==> src/rtl/router_ctrl.sv <==
// Write-side controller for the 1x3 router: sequences one packet at a time into
// the selected output FIFO and soft-resets any FIFO its reader leaves unread.
module router_ctrl #(
  parameter int SOFT_RST_TIMEOUT = 30,
  parameter int TMR_W            = 5
) (
  input  logic       clk,
  input  logic       rstn,
  input  logic       pkt_valid,
  input  logic [1:0] addr_in,
  input  logic       parity_done,
  input  logic       low_pkt_valid,
  input  logic [2:0] fifo_full,
  input  logic [2:0] fifo_empty,
  input  logic [2:0] read_enb,
  output logic [2:0] write_enb,
  output logic       lfd_state,
  output logic       detect_add,
  output logic       ld_state,
  output logic       laf_state,
  output logic       full_state,
  output logic       rst_int_reg,
  output logic       busy,
  output logic       fifo_full_sel,
  output logic [2:0] vld_out,
  output logic [2:0] soft_rst
);

  typedef enum logic [2:0] {
    DECODE_ADDRESS,
    LOAD_FIRST_DATA,
    LOAD_DATA,
    LOAD_PARITY,
    FIFO_FULL_STATE,
    LOAD_AFTER_FULL,
    WAIT_TILL_EMPTY,
    CHECK_PARITY_ERROR
  } state_t;

  state_t     state_q, state_d;
  logic [1:0] addr_q, addr_d;
  logic [2:0] stall;

  // Padded to four entries so address 2'b11 indexes a harmless zero.
  logic [3:0] empty_ext, full_ext, soft_ext;
  assign empty_ext = {1'b0, fifo_empty};
  assign full_ext  = {1'b0, fifo_full};
  assign soft_ext  = {1'b0, soft_rst};

  assign vld_out       = ~fifo_empty;
  assign fifo_full_sel = full_ext[addr_q];

  // Idle timers: the pulse fires on the final stalled cycle and restarts the count.
  generate
    for (genvar gi = 0; gi < 3; gi++) begin : g_tmr
      logic [TMR_W-1:0] tmr_q;

      assign stall[gi]    = vld_out[gi] & ~read_enb[gi];
      assign soft_rst[gi] = stall[gi] && (tmr_q == TMR_W'(SOFT_RST_TIMEOUT - 1));

      always_ff @(posedge clk or negedge rstn) begin
        if (!rstn) begin
          tmr_q <= '0;
        end else if (!stall[gi] || soft_rst[gi]) begin
          tmr_q <= '0;
        end else begin
          tmr_q <= tmr_q + TMR_W'(1);
        end
      end
    end
  endgenerate

  always_ff @(posedge clk or negedge rstn) begin
    if (!rstn) begin
      state_q <= DECODE_ADDRESS;
      addr_q  <= 2'b00;
    end else begin
      state_q <= state_d;
      addr_q  <= addr_d;
    end
  end

  always_comb begin
    state_d = state_q;
    addr_d  = addr_q;
    case (state_q)
      DECODE_ADDRESS: begin
        if (pkt_valid && addr_in != 2'b11) begin
          addr_d  = addr_in;
          state_d = empty_ext[addr_in] ? LOAD_FIRST_DATA : WAIT_TILL_EMPTY;
        end
      end
      WAIT_TILL_EMPTY: begin
        if (empty_ext[addr_q]) state_d = LOAD_FIRST_DATA;
      end
      LOAD_FIRST_DATA: state_d = LOAD_DATA;
      LOAD_DATA: begin
        if (fifo_full_sel)   state_d = FIFO_FULL_STATE;
        else if (!pkt_valid) state_d = LOAD_PARITY;
      end
      FIFO_FULL_STATE: begin
        if (!fifo_full_sel) state_d = LOAD_AFTER_FULL;
      end
      LOAD_AFTER_FULL: begin
        if (parity_done)        state_d = DECODE_ADDRESS;
        else if (low_pkt_valid) state_d = LOAD_PARITY;
        else                    state_d = LOAD_DATA;
      end
      LOAD_PARITY: state_d = CHECK_PARITY_ERROR;
      CHECK_PARITY_ERROR: begin
        state_d = fifo_full_sel ? FIFO_FULL_STATE : DECODE_ADDRESS;
      end
      default: state_d = DECODE_ADDRESS;
    endcase
    // A soft reset of the destination FIFO abandons the packet in progress.
    if (state_q != DECODE_ADDRESS && soft_ext[addr_q]) state_d = DECODE_ADDRESS;
  end

  assign detect_add  = (state_q == DECODE_ADDRESS);
  assign lfd_state   = (state_q == LOAD_FIRST_DATA);
  assign ld_state    = (state_q == LOAD_DATA);
  assign laf_state   = (state_q == LOAD_AFTER_FULL);
  assign full_state  = (state_q == FIFO_FULL_STATE);
  assign rst_int_reg = (state_q == CHECK_PARITY_ERROR);
  assign busy        = !(state_q == DECODE_ADDRESS || state_q == LOAD_DATA);

  always_comb begin
    write_enb = 3'b000;
    if (state_q == LOAD_FIRST_DATA || state_q == LOAD_DATA ||
        state_q == LOAD_PARITY || state_q == LOAD_AFTER_FULL) begin
      write_enb = 3'b001 << addr_q;
    end
  end

endmodule

==> config.mk <==
export PLATFORM = sky130hd
export DESIGN_NAME = router_ctrl
export DESIGN_NICKNAME = d
export VERILOG_FILES = /design/src/rtl/router_ctrl.sv
export SDC_FILE = /design/constraint.sdc
export NUM_CORES = 1
export LEC_CHECK = 0
export CORE_ASPECT_RATIO = 0.9
export CORE_MARGIN = 10
export CORE_UTILIZATION = 50
export CTS_CLUSTER_DIAMETER = 100
export CTS_CLUSTER_SIZE = 20
export DETAILED_ROUTE_END_ITERATION = 10
export PLACE_DENSITY_LB_ADDON = 0.1
export SLEW_MARGIN = 20
export SYNTH_ARGS = -nofsm -noshare
export SYNTH_HDL_FRONTEND = slang
export SYNTH_SLANG_ARGS = --single-unit
==> constraint.sdc <==
create_clock -name clk -period 3.27 [get_ports clk]
set_clock_uncertainty 0.15 [all_clocks]
set_input_delay 0.4905 -clock clk [delete_from_list [all_inputs] [get_ports clk]]
set_output_delay 0.4905 -clock clk [all_outputs]
set_load 0.02 [all_outputs]
==> results.md <==
Synthesis:
- After technology mapping, the gate count stands at 141.
- The post-synthesis xor/xnor area fraction is 6.31%.
- After synthesis, the cell types taking the most area are dfrtp_1, nor2_1, ha_1, xor2_1, nand2_1.
- In this run, synthesis inferred 0 flip-flops with an integrated enable.
- The number of nets handed over by synthesis was 163.
- Measured against the total synthesized area, the mux share comes to 2.40%.
- After synthesis the cells add up to 1250 um^2.
- The count of yosys warnings during synthesis is 0.
- After Yosys synthesis, full adders, half adders and majority gates account for 6.01% of the synthesized area.
- A synthesized cell averages 8.86 um^2.
- The predominant post-synthesis flop cell is dfrtp_1.
- The number of distinct library cell variants in the gate-level netlist after synthesis is 38.
- Summing the areas of all and, or, nand and nor instances in the mapped netlist gives 26.4% of the synthesized area.
- After synthesis the netlist holds a flip-flop and latch count of 20.
- After synthesis, the largest family of logic cells by area is simple AND/OR/NAND/NOR gates.
- The fraction of registers with async set/reset is 100%.
- The dominant cell type by area after synthesis is dfrtp_1.
- The synthesized design devotes to its leading area cell type 40.1% of total area.
- Summing the areas of all compound-gate instances in the mapped netlist gives 13.4% of the synthesized area.
- Summing the sequential cell areas from Yosys gives 40.1% of the chip area.

Layout:
- After the flow finishes, the layout carries non-filler instances totaling 200.
- The number of nets at the end of the flow is 195.
- The area growth from synthesis to layout is 30.0%.
- The layout cell share with drive strength beyond 1 is 5.23%.
- The number of antenna diodes in the final layout is 0.
- The top cell types in the final layout, fill and taps aside, are clkdlybuf4s50_1, nor2_1, dfrtp_1.
- At the end of the flow the core is filled with cells to 66.9%.
- The library cell used most frequently in the layout, excluding fill and tap cells, is clkdlybuf4s50_1.

GRT:
- For this run the aggregate overflow at the end of global routing stands at 0.
- The pin count of the biggest net entering global routing is 21.
- The combined global-route utilization of all metal layers is 12.5%.
- The via count of the first global-routing pass is 1087.
- The number of antenna violations at the first check in global routing was 0.
- The first global-routing pass estimated 4990 um of wire.

Clock network:
- The clock transition at the registers of the reported paths is 0.12 ns.
- The H-tree depth is 1.
- The root buffer cell is clkbuf_4.
- Counting every sink on the clock net gives 20.
- After clock tree synthesis, the repair step resized 0 gates.
- The TritonCTS clock tree is yes.
- The total clock buffers created by CTS is 3.
- The clock reaches the later pin of the worst-skew pair after 0.31 ns.
- Buffers added to address setup during post-CTS repair amount to 0.
- The maximum buffer depth of the clock tree is 2.
- In this run, post-CTS hold repair placed 0 buffers.

Job:
- The max-capacitance violation count is 0.

Timing:
- On the final layout, the worst hold slack is 0.347 ns.
- The final count of pins violating max slew is 0.
- The routed design could run at a clock period as short as 2.64 ns.
- Setup violations remaining at the end of the flow were counted as 0.
- The relative max-transition margin is 40.3%.
- Setup repair after global routing left no endpoint under its margin.
- The transition at the pin with the smallest max-transition slack is 0.893 ns.
- For this run, the top clock speed supported by timing is 379 MHz.
- The share of the cycle needed by the critical path after routing is 80.6%.
- The number of endpoints with negative hold slack in the final report came to 0.
- In the final timing run, aggregate negative setup slack is 0 ns.

Place:
- After legalization and detailed placement, the total HPWL measured 2340 um.
- The number of buffer cells added on primary ports is 32.
- At the end of routability-driven placement, the weighted congestion stood at 0.819.
- Counting tap cells, the placed design contains a total of 196 instances.

Floorplanning:
- After floorplanning, the core was sized to cover 2420 um^2.
- The initial utilization of the core area, before any placement, comes to 51.5%.
- The number of core rows is 17.
- The number of top-level pins is 33.
- The vertical die dimension is 67.4 um.
- From left edge to right edge, the die measures 72.7 um.
- The floorplan step defined a die boundary enclosing 4900 um^2.

Worst setup path:
- The critical path startpoint category is a flip-flop.
- The endpoint kind of the worst setup timing path is an output pin.
- Across all register-to-register paths, the minimum setup slack is 1.22 ns.
- The cell family contributing the most delay on the critical path is buffers and inverters.
- The type of the worst setup path is flip-flop to output pin.
- For the worst setup path, the data required time is 2.63 ns.
- The critical path goes through nand2_1 > o21ai_0 > nor3b_1 > clkdlybuf4s50_1.
- For the worst setup path, the data arrival time is 2.00 ns.
- The maximum fanout count along the critical path is 16.
- On the worst path, the slowest cell contributes a delay of 0.64 ns.
- Together, buffers and inverters on the worst path number 1.
- The slowest stage of the critical path belongs to the cell clkdlybuf4s50_1.

Worst hold path:
- The type of the worst min-delay path is flip-flop to flip-flop.

Drt:
- The number of remaining DRC errors is 0.
- The count of nets left with antenna violations once routing finished came out at 0.
- For this block, the initial DRC count from the detailed router was 98.
- The ratio of routed vias to standard cells is 5.58.
- The average wire per cell in the routed design is 14.6 um.
- The first detailed-routing pass took 4 iterations.
- Detailed routing inserted a total of 1116 vias.
- The routed design has 2920 um of wire.

Power:
- Power spread over the standard cell area amounts to 696 nW/um^2.
- The post-route total power is 1.13 mW.
- The largest vdd supply drop is 685 uV.
- The static power due to leakage is 0.699 nW.

Outcome:
- The flow ran to the end, and the final reports show no timing, DRC or antenna violations.
-- state kept, by name (all words and copies together), names as in the netlist --
signal	cells
addr_q	2
g_tmr.tmr_q	15
state_q	3
-- metal layers --
layer  track usage [%]  share of wire, %  vias to the layer above
li1                  -                 -                      557
met1              15.5                44                      526
met2              20.0                47                       31
met3              4.69               8.2                        2
met4              2.84              0.48                        0
met5                 0                 0                        -
-- cell type report --
type,instances,area (um^2)
fillers,213,802
inverters,9,33.8
well taps,28,35.0
clock inverters,1,30.0
multi-input cells,107,681
flip-flops and latches,20,500
repair buffers,32,320
clock buffers,3,22.5
-- cells by family after synthesis --
group	count (synthesis)
XOR/XNOR	9
flip-flops	20
buffers and inverters	14
adder cells (fa/ha/maj)	6
AND/OR/NAND/NOR	67
AO/OA/AOI/OAI	22
multiplexers	3
-- power breakdown --
| group | total (mW) | leakage (nW) | switching, mW | internal (mW) |
|---|---|---|---|---|
| registers | 0.385 | 0.266 | 0.102 | 0.284 |
| logic | 0.540 | 0.405 | 0.274 | 0.266 |
| clock network | 0.204 | 0.0279 | 0.0806 | 0.124 |
| total | 1.13 | 0.699 | 0.457 | 0.673 |
-- cells in the mapped netlist (2+ instances only) --
cell / count
inv_1: 9
xor2_1: 6
nand2_1: 13
ha_1: 6
clkbuf_1: 2
nor2_1: 22
a31oi_1: 2
o22a_1: 2
o32ai_1: 2
dfrtp_1: 20
nand3b_1: 2
o21ai_0: 4
xnor2_1: 3
nor3b_1: 2
buf_4: 2
nor3_1: 9
nand3_1: 6
mux2i_1: 3
nand4_1: 3
o21ai_1: 3
and3_1: 3
-- worst paths after layout --
check | startpoint | endpoint | depth (start not counted)
min in group asynchronous | rstn | addr_q[1]$_DFFE_PN0P_ | 1
setup reg to reg | state_q[2]$_DFFE_PN0P_ | state_q[1]$_DFFE_PN0P_ | 5
setup / recovery | state_q[2]$_DFFE_PN0P_ | write_enb[2] | 4
hold reg to reg | g_tmr[2].tmr_q[0]$_DFF_PN0_ | g_tmr[2].tmr_q[0]$_DFF_PN0_ | 1
hold / removal | g_tmr[2].tmr_q[0]$_DFF_PN0_ | g_tmr[2].tmr_q[0]$_DFF_PN0_ | 1
max in group asynchronous | rstn | g_tmr[2].tmr_q[4]$_DFF_PN0_ | 1
-- stage by stage --
stage                     cell area [um^2]  setup WS [ns]
after floorplan                       1250           1.29
after global placement                1570          0.690
after detailed placement              1570          0.675
after CTS                             1620          0.619
after global routing                  1620          0.421
final                                 1620          0.634
(Power assumes the default switching activity.)
